[config.mk]
export PLATFORM = sky130hd
export DESIGN_NAME = alu_ex_sequencer_flat
export DESIGN_NICKNAME = d
export VERILOG_FILES = /design/src/rtl/alu_ex_if.sv /design/src/rtl/alu_ex_sequencer.sv /design/src/flat_wrapper.sv
export SDC_FILE = /design/constraint.sdc
export NUM_CORES = 1
export LEC_CHECK = 0
export CORE_AREA = 10 10 128 130
export CTS_BUF_LIST = sky130_fd_sc_hd__clkbuf_16
export DETAILED_ROUTE_END_ITERATION = 16
export DIE_AREA = 0 0 138 140
export GPL_ROUTABILITY_DRIVEN = 0
export HOLD_SLACK_MARGIN = 0.05
export PLACE_DENSITY = 0.84
export SLEW_MARGIN = 20
export SYNTH_ARGS = -nofsm -noshare
export SYNTH_HDL_FRONTEND = slang
export SYNTH_SLANG_ARGS = --single-unit
[constraint.sdc]
create_clock -name clk -period 3.8 [get_ports clk]
set_clock_uncertainty 0.05 [all_clocks]
set_input_delay 0.76 -clock clk [delete_from_list [all_inputs] [get_ports clk]]
set_output_delay 0.76 -clock clk [all_outputs]
set_load 0.03 [all_outputs]
[src/rtl/alu_ex_if.sv]
// Execute-stage bus: issue side, ALU side and result side of alu_ex_sequencer.
interface alu_ex_if #(
  parameter int XLEN  = 32,
  parameter int CNT_W = 32
);
  // issue handshake and operands
  logic            issue_valid_i;
  logic            issue_ready_o;
  logic [XLEN-1:0] rs1_i;
  logic [XLEN-1:0] rs2_i;
  logic [XLEN-1:0] imm_i;
  logic            alusrc_i;
  logic [1:0]      aluop_i;
  logic [2:0]      funct3_i;
  logic            funct7b5_i;
  logic            branch_i;
  logic [4:0]      rd_i;
  // combinational ALU
  logic [XLEN-1:0] alu_in1_o;
  logic [XLEN-1:0] alu_in2_o;
  logic [3:0]      alu_ctrl_o;
  logic [XLEN-1:0] alu_res_i;
  logic            alu_zero_i;
  // result handshake
  logic             res_valid_o;
  logic             res_ready_i;
  logic [XLEN-1:0]  res_o;
  logic [4:0]       rd_o;
  logic             branch_taken_o;
  logic             illegal_o;
  logic [CNT_W-1:0] op_count_o;

  // environment side: upstream issue, the ALU and the writeback consumer
  modport master (
    output issue_valid_i, rs1_i, rs2_i, imm_i, alusrc_i, aluop_i, funct3_i,
           funct7b5_i, branch_i, rd_i, alu_res_i, alu_zero_i, res_ready_i,
    input  issue_ready_o, alu_in1_o, alu_in2_o, alu_ctrl_o, res_valid_o,
           res_o, rd_o, branch_taken_o, illegal_o, op_count_o
  );

  // sequencer side
  modport slave (
    input  issue_valid_i, rs1_i, rs2_i, imm_i, alusrc_i, aluop_i, funct3_i,
           funct7b5_i, branch_i, rd_i, alu_res_i, alu_zero_i, res_ready_i,
    output issue_ready_o, alu_in1_o, alu_in2_o, alu_ctrl_o, res_valid_o,
           res_o, rd_o, branch_taken_o, illegal_o, op_count_o
  );
endinterface

[src/rtl/alu_ex_sequencer.sv]
// Execute-stage front end: decodes ALU control, drives the ALU from stage D,
// captures result/zero into stage E, resolves BEQ, counts retired results.
module alu_ex_sequencer #(
  parameter int XLEN  = 32,
  parameter int CNT_W = 32
) (
  input logic     clk,
  input logic     rst,
  alu_ex_if.slave bus
);
  localparam logic [3:0] C_ADD = 4'b0010;
  localparam logic [3:0] C_SUB = 4'b0110;
  localparam logic [3:0] C_AND = 4'b0000;
  localparam logic [3:0] C_OR  = 4'b0001;
  localparam logic [3:0] C_ILL = 4'b1111;

  logic [3:0]      dec_ctrl;
  logic            dec_ill;
  logic [XLEN-1:0] dec_in2;

  logic            d_valid;
  logic [XLEN-1:0] d_in1, d_in2;
  logic [3:0]      d_ctrl;
  logic            d_branch, d_ill;
  logic [4:0]      d_rd;

  logic e_free, accept;

  // ALU control decode from aluop/funct3/funct7b5; immediate forms never SUB
  always_comb begin
    dec_ctrl = C_ILL;
    dec_ill  = 1'b1;
    dec_in2  = bus.alusrc_i ? bus.imm_i : bus.rs2_i;
    case (bus.aluop_i)
      2'b00: begin dec_ctrl = C_ADD; dec_ill = 1'b0; end
      2'b01: begin dec_ctrl = C_SUB; dec_ill = 1'b0; end
      2'b10: begin
        case (bus.funct3_i)
          3'b000: begin
            dec_ctrl = (bus.funct7b5_i && !bus.alusrc_i) ? C_SUB : C_ADD;
            dec_ill  = 1'b0;
          end
          3'b111: begin dec_ctrl = C_AND; dec_ill = 1'b0; end
          3'b110: begin dec_ctrl = C_OR;  dec_ill = 1'b0; end
          default: begin dec_ctrl = C_ILL; dec_ill = 1'b1; end
        endcase
      end
      default: begin dec_ctrl = C_ILL; dec_ill = 1'b1; end
    endcase
  end

  assign e_free            = !bus.res_valid_o || bus.res_ready_i;
  assign bus.issue_ready_o = !d_valid || e_free;
  assign accept            = bus.issue_valid_i && bus.issue_ready_o;

  assign bus.alu_in1_o  = d_in1;
  assign bus.alu_in2_o  = d_in2;
  assign bus.alu_ctrl_o = d_ctrl;

  // Stage D: holds the op the ALU is currently evaluating
  always_ff @(posedge clk) begin
    if (rst) begin
      d_valid  <= 1'b0;
      d_in1    <= '0;
      d_in2    <= '0;
      d_ctrl   <= '0;
      d_branch <= 1'b0;
      d_ill    <= 1'b0;
      d_rd     <= '0;
    end else if (accept) begin
      d_valid  <= 1'b1;
      d_in1    <= bus.rs1_i;
      d_in2    <= dec_in2;
      d_ctrl   <= dec_ctrl;
      d_branch <= bus.branch_i;
      d_ill    <= dec_ill;
      d_rd     <= bus.rd_i;
    end else if (e_free) begin
      d_valid  <= 1'b0;
    end
  end

  // Stage E: registered result; holds while the consumer stalls
  always_ff @(posedge clk) begin
    if (rst) begin
      bus.res_valid_o    <= 1'b0;
      bus.res_o          <= '0;
      bus.rd_o           <= '0;
      bus.branch_taken_o <= 1'b0;
      bus.illegal_o      <= 1'b0;
    end else if (d_valid && e_free) begin
      bus.res_valid_o    <= 1'b1;
      bus.res_o          <= d_ill ? '0 : bus.alu_res_i;
      bus.rd_o           <= d_rd;
      bus.branch_taken_o <= d_branch && bus.alu_zero_i && !d_ill;
      bus.illegal_o      <= d_ill;
    end else if (bus.res_ready_i) begin
      bus.res_valid_o    <= 1'b0;
    end
  end

  // Retired-op counter, wraps naturally
  always_ff @(posedge clk) begin
    if (rst)
      bus.op_count_o <= '0;
    else if (bus.res_valid_o && bus.res_ready_i)
      bus.op_count_o <= bus.op_count_o + 1'b1;
  end
endmodule
[src/flat_wrapper.sv]
// flat-port wrapper written by rule: the top's interface ports become plain ports
module alu_ex_sequencer_flat 
#(
  parameter int XLEN  = 32,
  parameter int CNT_W = 32
)
  (clk, rst, bus_issue_valid_i, bus_rs1_i, bus_rs2_i, bus_imm_i, bus_alusrc_i, bus_aluop_i, bus_funct3_i, bus_funct7b5_i, bus_branch_i, bus_rd_i, bus_alu_res_i, bus_alu_zero_i, bus_res_ready_i, bus_issue_ready_o, bus_alu_in1_o, bus_alu_in2_o, bus_alu_ctrl_o, bus_res_valid_o, bus_res_o, bus_rd_o, bus_branch_taken_o, bus_illegal_o, bus_op_count_o);
  alu_ex_if #(.XLEN(XLEN), .CNT_W(CNT_W)) bus_i ();
  input logic clk;
  input logic rst;
  input wire logic [$bits(bus_i.issue_valid_i)-1:0] bus_issue_valid_i;
  input wire logic [$bits(bus_i.rs1_i)-1:0] bus_rs1_i;
  input wire logic [$bits(bus_i.rs2_i)-1:0] bus_rs2_i;
  input wire logic [$bits(bus_i.imm_i)-1:0] bus_imm_i;
  input wire logic [$bits(bus_i.alusrc_i)-1:0] bus_alusrc_i;
  input wire logic [$bits(bus_i.aluop_i)-1:0] bus_aluop_i;
  input wire logic [$bits(bus_i.funct3_i)-1:0] bus_funct3_i;
  input wire logic [$bits(bus_i.funct7b5_i)-1:0] bus_funct7b5_i;
  input wire logic [$bits(bus_i.branch_i)-1:0] bus_branch_i;
  input wire logic [$bits(bus_i.rd_i)-1:0] bus_rd_i;
  input wire logic [$bits(bus_i.alu_res_i)-1:0] bus_alu_res_i;
  input wire logic [$bits(bus_i.alu_zero_i)-1:0] bus_alu_zero_i;
  input wire logic [$bits(bus_i.res_ready_i)-1:0] bus_res_ready_i;
  output wire logic [$bits(bus_i.issue_ready_o)-1:0] bus_issue_ready_o;
  output wire logic [$bits(bus_i.alu_in1_o)-1:0] bus_alu_in1_o;
  output wire logic [$bits(bus_i.alu_in2_o)-1:0] bus_alu_in2_o;
  output wire logic [$bits(bus_i.alu_ctrl_o)-1:0] bus_alu_ctrl_o;
  output wire logic [$bits(bus_i.res_valid_o)-1:0] bus_res_valid_o;
  output wire logic [$bits(bus_i.res_o)-1:0] bus_res_o;
  output wire logic [$bits(bus_i.rd_o)-1:0] bus_rd_o;
  output wire logic [$bits(bus_i.branch_taken_o)-1:0] bus_branch_taken_o;
  output wire logic [$bits(bus_i.illegal_o)-1:0] bus_illegal_o;
  output wire logic [$bits(bus_i.op_count_o)-1:0] bus_op_count_o;
  assign bus_i.issue_valid_i = bus_issue_valid_i;
  assign bus_i.rs1_i = bus_rs1_i;
  assign bus_i.rs2_i = bus_rs2_i;
  assign bus_i.imm_i = bus_imm_i;
  assign bus_i.alusrc_i = bus_alusrc_i;
  assign bus_i.aluop_i = bus_aluop_i;
  assign bus_i.funct3_i = bus_funct3_i;
  assign bus_i.funct7b5_i = bus_funct7b5_i;
  assign bus_i.branch_i = bus_branch_i;
  assign bus_i.rd_i = bus_rd_i;
  assign bus_i.alu_res_i = bus_alu_res_i;
  assign bus_i.alu_zero_i = bus_alu_zero_i;
  assign bus_i.res_ready_i = bus_res_ready_i;
  assign bus_issue_ready_o = bus_i.issue_ready_o;
  assign bus_alu_in1_o = bus_i.alu_in1_o;
  assign bus_alu_in2_o = bus_i.alu_in2_o;
  assign bus_alu_ctrl_o = bus_i.alu_ctrl_o;
  assign bus_res_valid_o = bus_i.res_valid_o;
  assign bus_res_o = bus_i.res_o;
  assign bus_rd_o = bus_i.rd_o;
  assign bus_branch_taken_o = bus_i.branch_taken_o;
  assign bus_illegal_o = bus_i.illegal_o;
  assign bus_op_count_o = bus_i.op_count_o;
  alu_ex_sequencer #(.XLEN(XLEN), .CNT_W(CNT_W)) u_core (.clk(clk), .rst(rst), .bus(bus_i));
endmodule
==> reports/summary.log <==
qor: status.outcome finished clean
qor: synthesis.ys.warnings.count 0
qor: clock_tree.tritoncts_clock_tree built
qor: global_routing.first_global_vias 5749
qor: clock_tree.cts-resized-gates 0
qor: clock_tree.tritoncts.num_buffers 17
qor: synthesis.synth-main-ff-cell sky130_fd_sc_hd__dfxtp_1
qor: timing.hold_viol_final 0
qor: floorplanning.die-height 140 µm
qor: critical_path.cp-end-kind output pin
qor: timing.layout_min_cycle_time 3.14 ns
qor: clock_tree.clk_pin_slew_worst_paths 0.06 ns
qor: synthesis.synthSimpleGateAreaFrac 23.2%
qor: cells_and_area.commonest_cells_after_routing_fill_and_taps_aside sky130_fd_sc_hd__clkdlybuf4s50_1 (284), sky130_fd_sc_hd__dfxtp_1 (148), sky130_fd_sc_hd__nand2_1 (136)
qor: placement.place_inst 1114
qor: min_path.min-delay-start u_core.d_rd[1]
qor: global_routing.grt_first_pass_wirelength 31300 µm
qor: detailed_routing.detail_route.vias_per_cell 5.09
qor: cells_and_area.final_nets 1100
qor: detailed_routing.drtAntennaViolNets 0
qor: critical_path.critical_path.reg2reg.startpoint u_core.bus.res_valid_o
qor: global_routing.largest_net_degree_at_the_start_of_global_routing 80
qor: synthesis.synth_sequential_area_ratio 49.9%
qor: timing.worst_slew_slack_as_a_fraction_of_its_limit 35.1%
qor: floorplanning.fp.coreArea 0.0138 mm²
qor: synthesis.synth.largest_area_cell sky130_fd_sc_hd__dfxtp_1
qor: detailed_routing.routed_wl 20100 µm
qor: global_routing.grtUsageTotal 19.7%
qor: detailed_routing.routed_wire_length_per_instance 17.5 µm
qor: clock_tree.cts.sink_count 148
qor: pwr.peakVddDrop 0.402 mV
qor: critical_path.cpMostUsedCell sky130_fd_sc_hd__clkdlybuf4s50_1
qor: timing.setup-tns-final 0 ns
qor: synthesis.number_of_enable_type_register_cells_in_the_synthesized_netlist 0
qor: timing.setup_viol 0
qor: pwr.power_density 426 mW/mm²
qor: clock_tree.cts_buffer_depth 2
qor: detailed_routing.detail_route.iter0.violations 315
qor: synthesis.syn-num-nets 837
qor: synthesis.syn-instance-count 690
qor: detailed_routing.drc 0
qor: floorplanning.placement_rows 43
qor: synthesis.synth_top_area_share 49.9%
qor: cells_and_area.fraction_of_layout_instances_using_a_drive_strength_above_1 4.97%
qor: critical_path.max_incr_delay_on_cp 0.75 ns
qor: critical_path.crit_chain clkdlybuf4s50_1, nand3b_1, clkdlybuf4s50_1
qor: global_routing.grt_antenna_before_repair 0
qor: placement.place.detailed.hpwl 14800 µm
qor: pwr.p_leak 0.00346 µW
qor: timing.fmax 0.318 GHz
qor: critical_path.r2r_slack 1.70 ns
qor: synthesis.synth_xor_xnor_area_share 1.62%
qor: placement.place_worst_setup_slack 0.686 ns
qor: job.timing.max_cap.violations 0
qor: global_routing.grt-ovfl-total 0
qor: critical_path.worstPathRequired 2.99 ns
qor: critical_path.worst_r2r_path_depth 4
qor: synthesis.post_synth_main_area_contributors sky130_fd_sc_hd__dfxtp_1 (50%), sky130_fd_sc_hd__nand2_1 (8.6%), sky130_fd_sc_hd__a21oi_1 (8.3%), sky130_fd_sc_hd__mux2i_1 (5.4%), sky130_fd_sc_hd__nand3b_1 (4.2%)
qor: cells_and_area.antennaDiodeCount 0
qor: cells_and_area.postLayoutCellArea 0.00949 mm²
qor: synthesis.post_synth.cell_area_avg 8.60 µm²
qor: critical_path.setup.worst_path.class in -> out
qor: placement.dpl-instance-area 0.00888 mm²
qor: cells_and_area.most_common_cell_after_layout_fill_and_taps_aside sky130_fd_sc_hd__clkdlybuf4s50_1
qor: detailed_routing.drt_first_pass_iters 5
qor: clock_tree.postCtsSetupRepairBufs 0
qor: min_path.worst_hold_path.num_cells 2
qor: floorplanning.design.portCount 287
qor: timing.rsz0062_at_grt no
qor: floorplanning.start_util 43.1%
qor: synthesis.synth_top_family_by_area simple AND/OR/NAND/NOR gates
qor: clock_tree.insertion_delay_to_the_later_sink_of_the_worst_skew_pair 0.41 ns
qor: cells_and_area.syn_to_final_growth 60.0%
qor: synthesis.yosys.area_share.adder 0.211%
qor: clock_tree.cts_hold_repair.buffers 0
qor: critical_path.timing.critical_path.fanout_max 7
qor: critical_path.worstPathArrival 2.33 ns
qor: critical_path.wp_depth 3
qor: synthesis.synthesized_area 0.00593 mm²
qor: critical_path.timing.critical_path.from_type input pin
qor: critical_path.worstReg2RegEnd u_core.bus.op_count_o[31]
qor: pwr.power 4040 µW
qor: timing.min_period_over_period 82.6%
qor: floorplanning.floorplan.die_area 0.0193 mm²
qor: clock_tree.cts-root-buf sky130_fd_sc_hd__clkbuf_16
qor: synthesis.synth-seq-cells 148
qor: synthesis.muxShareOfSynthArea 5.78%
qor: placement.io_buffers 286
qor: min_path.holdPathEnd u_core.bus.rd_o[1]
qor: timing.slew_violations 0
qor: synthesis.synth_async_sr_flop_share 0%
qor: detailed_routing.vias 5837
qor: timing.max_slew.worst_pin.slew 0.973 ns
qor: min_path.worstHoldPathType reg -> reg
qor: synthesis.count_of_different_cell_masters_after_synthesis 40
qor: critical_path.cpMaxStageDelayCell sky130_fd_sc_hd__clkdlybuf4s50_1
qor: critical_path.worstPathBufferInverterCount 2
qor: timing.final.setup.worst_slack 0.660 ns
qor: critical_path.cp_top_family buffers and inverters
qor: synthesis.area_fraction_in_compound_gates_after_synthesis 15.1%
qor: clock_tree.cts_htree_levels 4
qor: floorplanning.die_width 138 µm
qor: cells_and_area.final_cells 1146
[metrics by stage]
step | hold slack (ns) | util (%)
CTS | 0.400 | 68.9
finish | 0.398 | 68.9
detailed placement | 0.392 | 64.5
global route | 0.413 | 68.9
floorplan | 0.382 | -
global placement | 0.387 | 64.5
[layer usage]
metal	global-route usage [%]	routed length, µm
met2	34.0	10100
met5	0	0
met3	9.40	1880
met1	21.3	7880
met4	4.72	224
[worst max-delay path by stage]
stage                    start  slack, ns                       to
2_1_floorplan  bus_res_ready_i       1.85  u_core.bus.alu_in1_o[0]
3_3_place_gp   bus_res_ready_i       0.69        bus_issue_ready_o
3_5_place_dp   bus_res_ready_i       0.69        bus_issue_ready_o
4_1_cts        bus_res_ready_i       0.67        bus_issue_ready_o
5_1_grt        bus_res_ready_i       0.60        bus_issue_ready_o
6_report       bus_res_ready_i       0.66        bus_issue_ready_o
[final cells by class]
cell class              count  area (µm²)
fillers                  1107        4280
flip-flops and latches    148        2960
repair buffers            296        2930
multi-input cells         484        2740
clock buffers              17         425
well taps                 180         225
clock inverters            15         188
inverters                   6        22.5
[cell families after synthesis]
| family | count (synthesis) |
|---|---|
| and+or+nand+nor | 283 |
| muxes | 34 |
| xor gates and xnor gates | 11 |
| AOI/OAI and AO/OA | 155 |
| DFF | 148 |
| adders and majority gates | 1 |
| buffers and inverters | 58 |
[synth_stat cells (all sizes together), types with 6 or more instances]
library cell	number
dfxtp	148
inv	6
a211oi	32
nand3b	33
mux2i	32
or3	10
nand4	12
buf	13
a21oi	99
nor2	50
or4	9
and4	6
nand3	14
xor2	10
clkbuf	39
o21ai	9
nand2	136
o31ai	9
[power breakdown]
part / total, µW / internal, µW / switching [µW]
clock: 1740 / 1090 / 644
combinational: 637 / 313 / 324
sequential: 1670 / 1620 / 43.7
total: 4040 / 3030 / 1010
[flip-flops by register name, indices dropped and copies added (netlist names)]
name	cells
u_core.d_rd	5
u_core.bus.rd_o	5
u_core.d_branch	1
u_core.bus.illegal_o	1
u_core.bus.res_valid_o	1
u_core.d_valid	1
u_core.bus.branch_taken_o	1
u_core.bus.alu_in1_o	32
u_core.bus.res_o	32
u_core.bus.alu_in2_o	32
u_core.d_ill	1
u_core.bus.alu_ctrl_o	4
u_core.bus.op_count_o	32
[worst register-to-register path, cell delays in order (launching register included)]
cell	delay, ns
sky130_fd_sc_hd__dfxtp_1	0.45
sky130_fd_sc_hd__and4_1	0.51
sky130_fd_sc_hd__nand4_1	0.31
sky130_fd_sc_hd__nor4_1	0.31
sky130_fd_sc_hd__mux2_2	0.37
(Power assumes the default switching activity.)
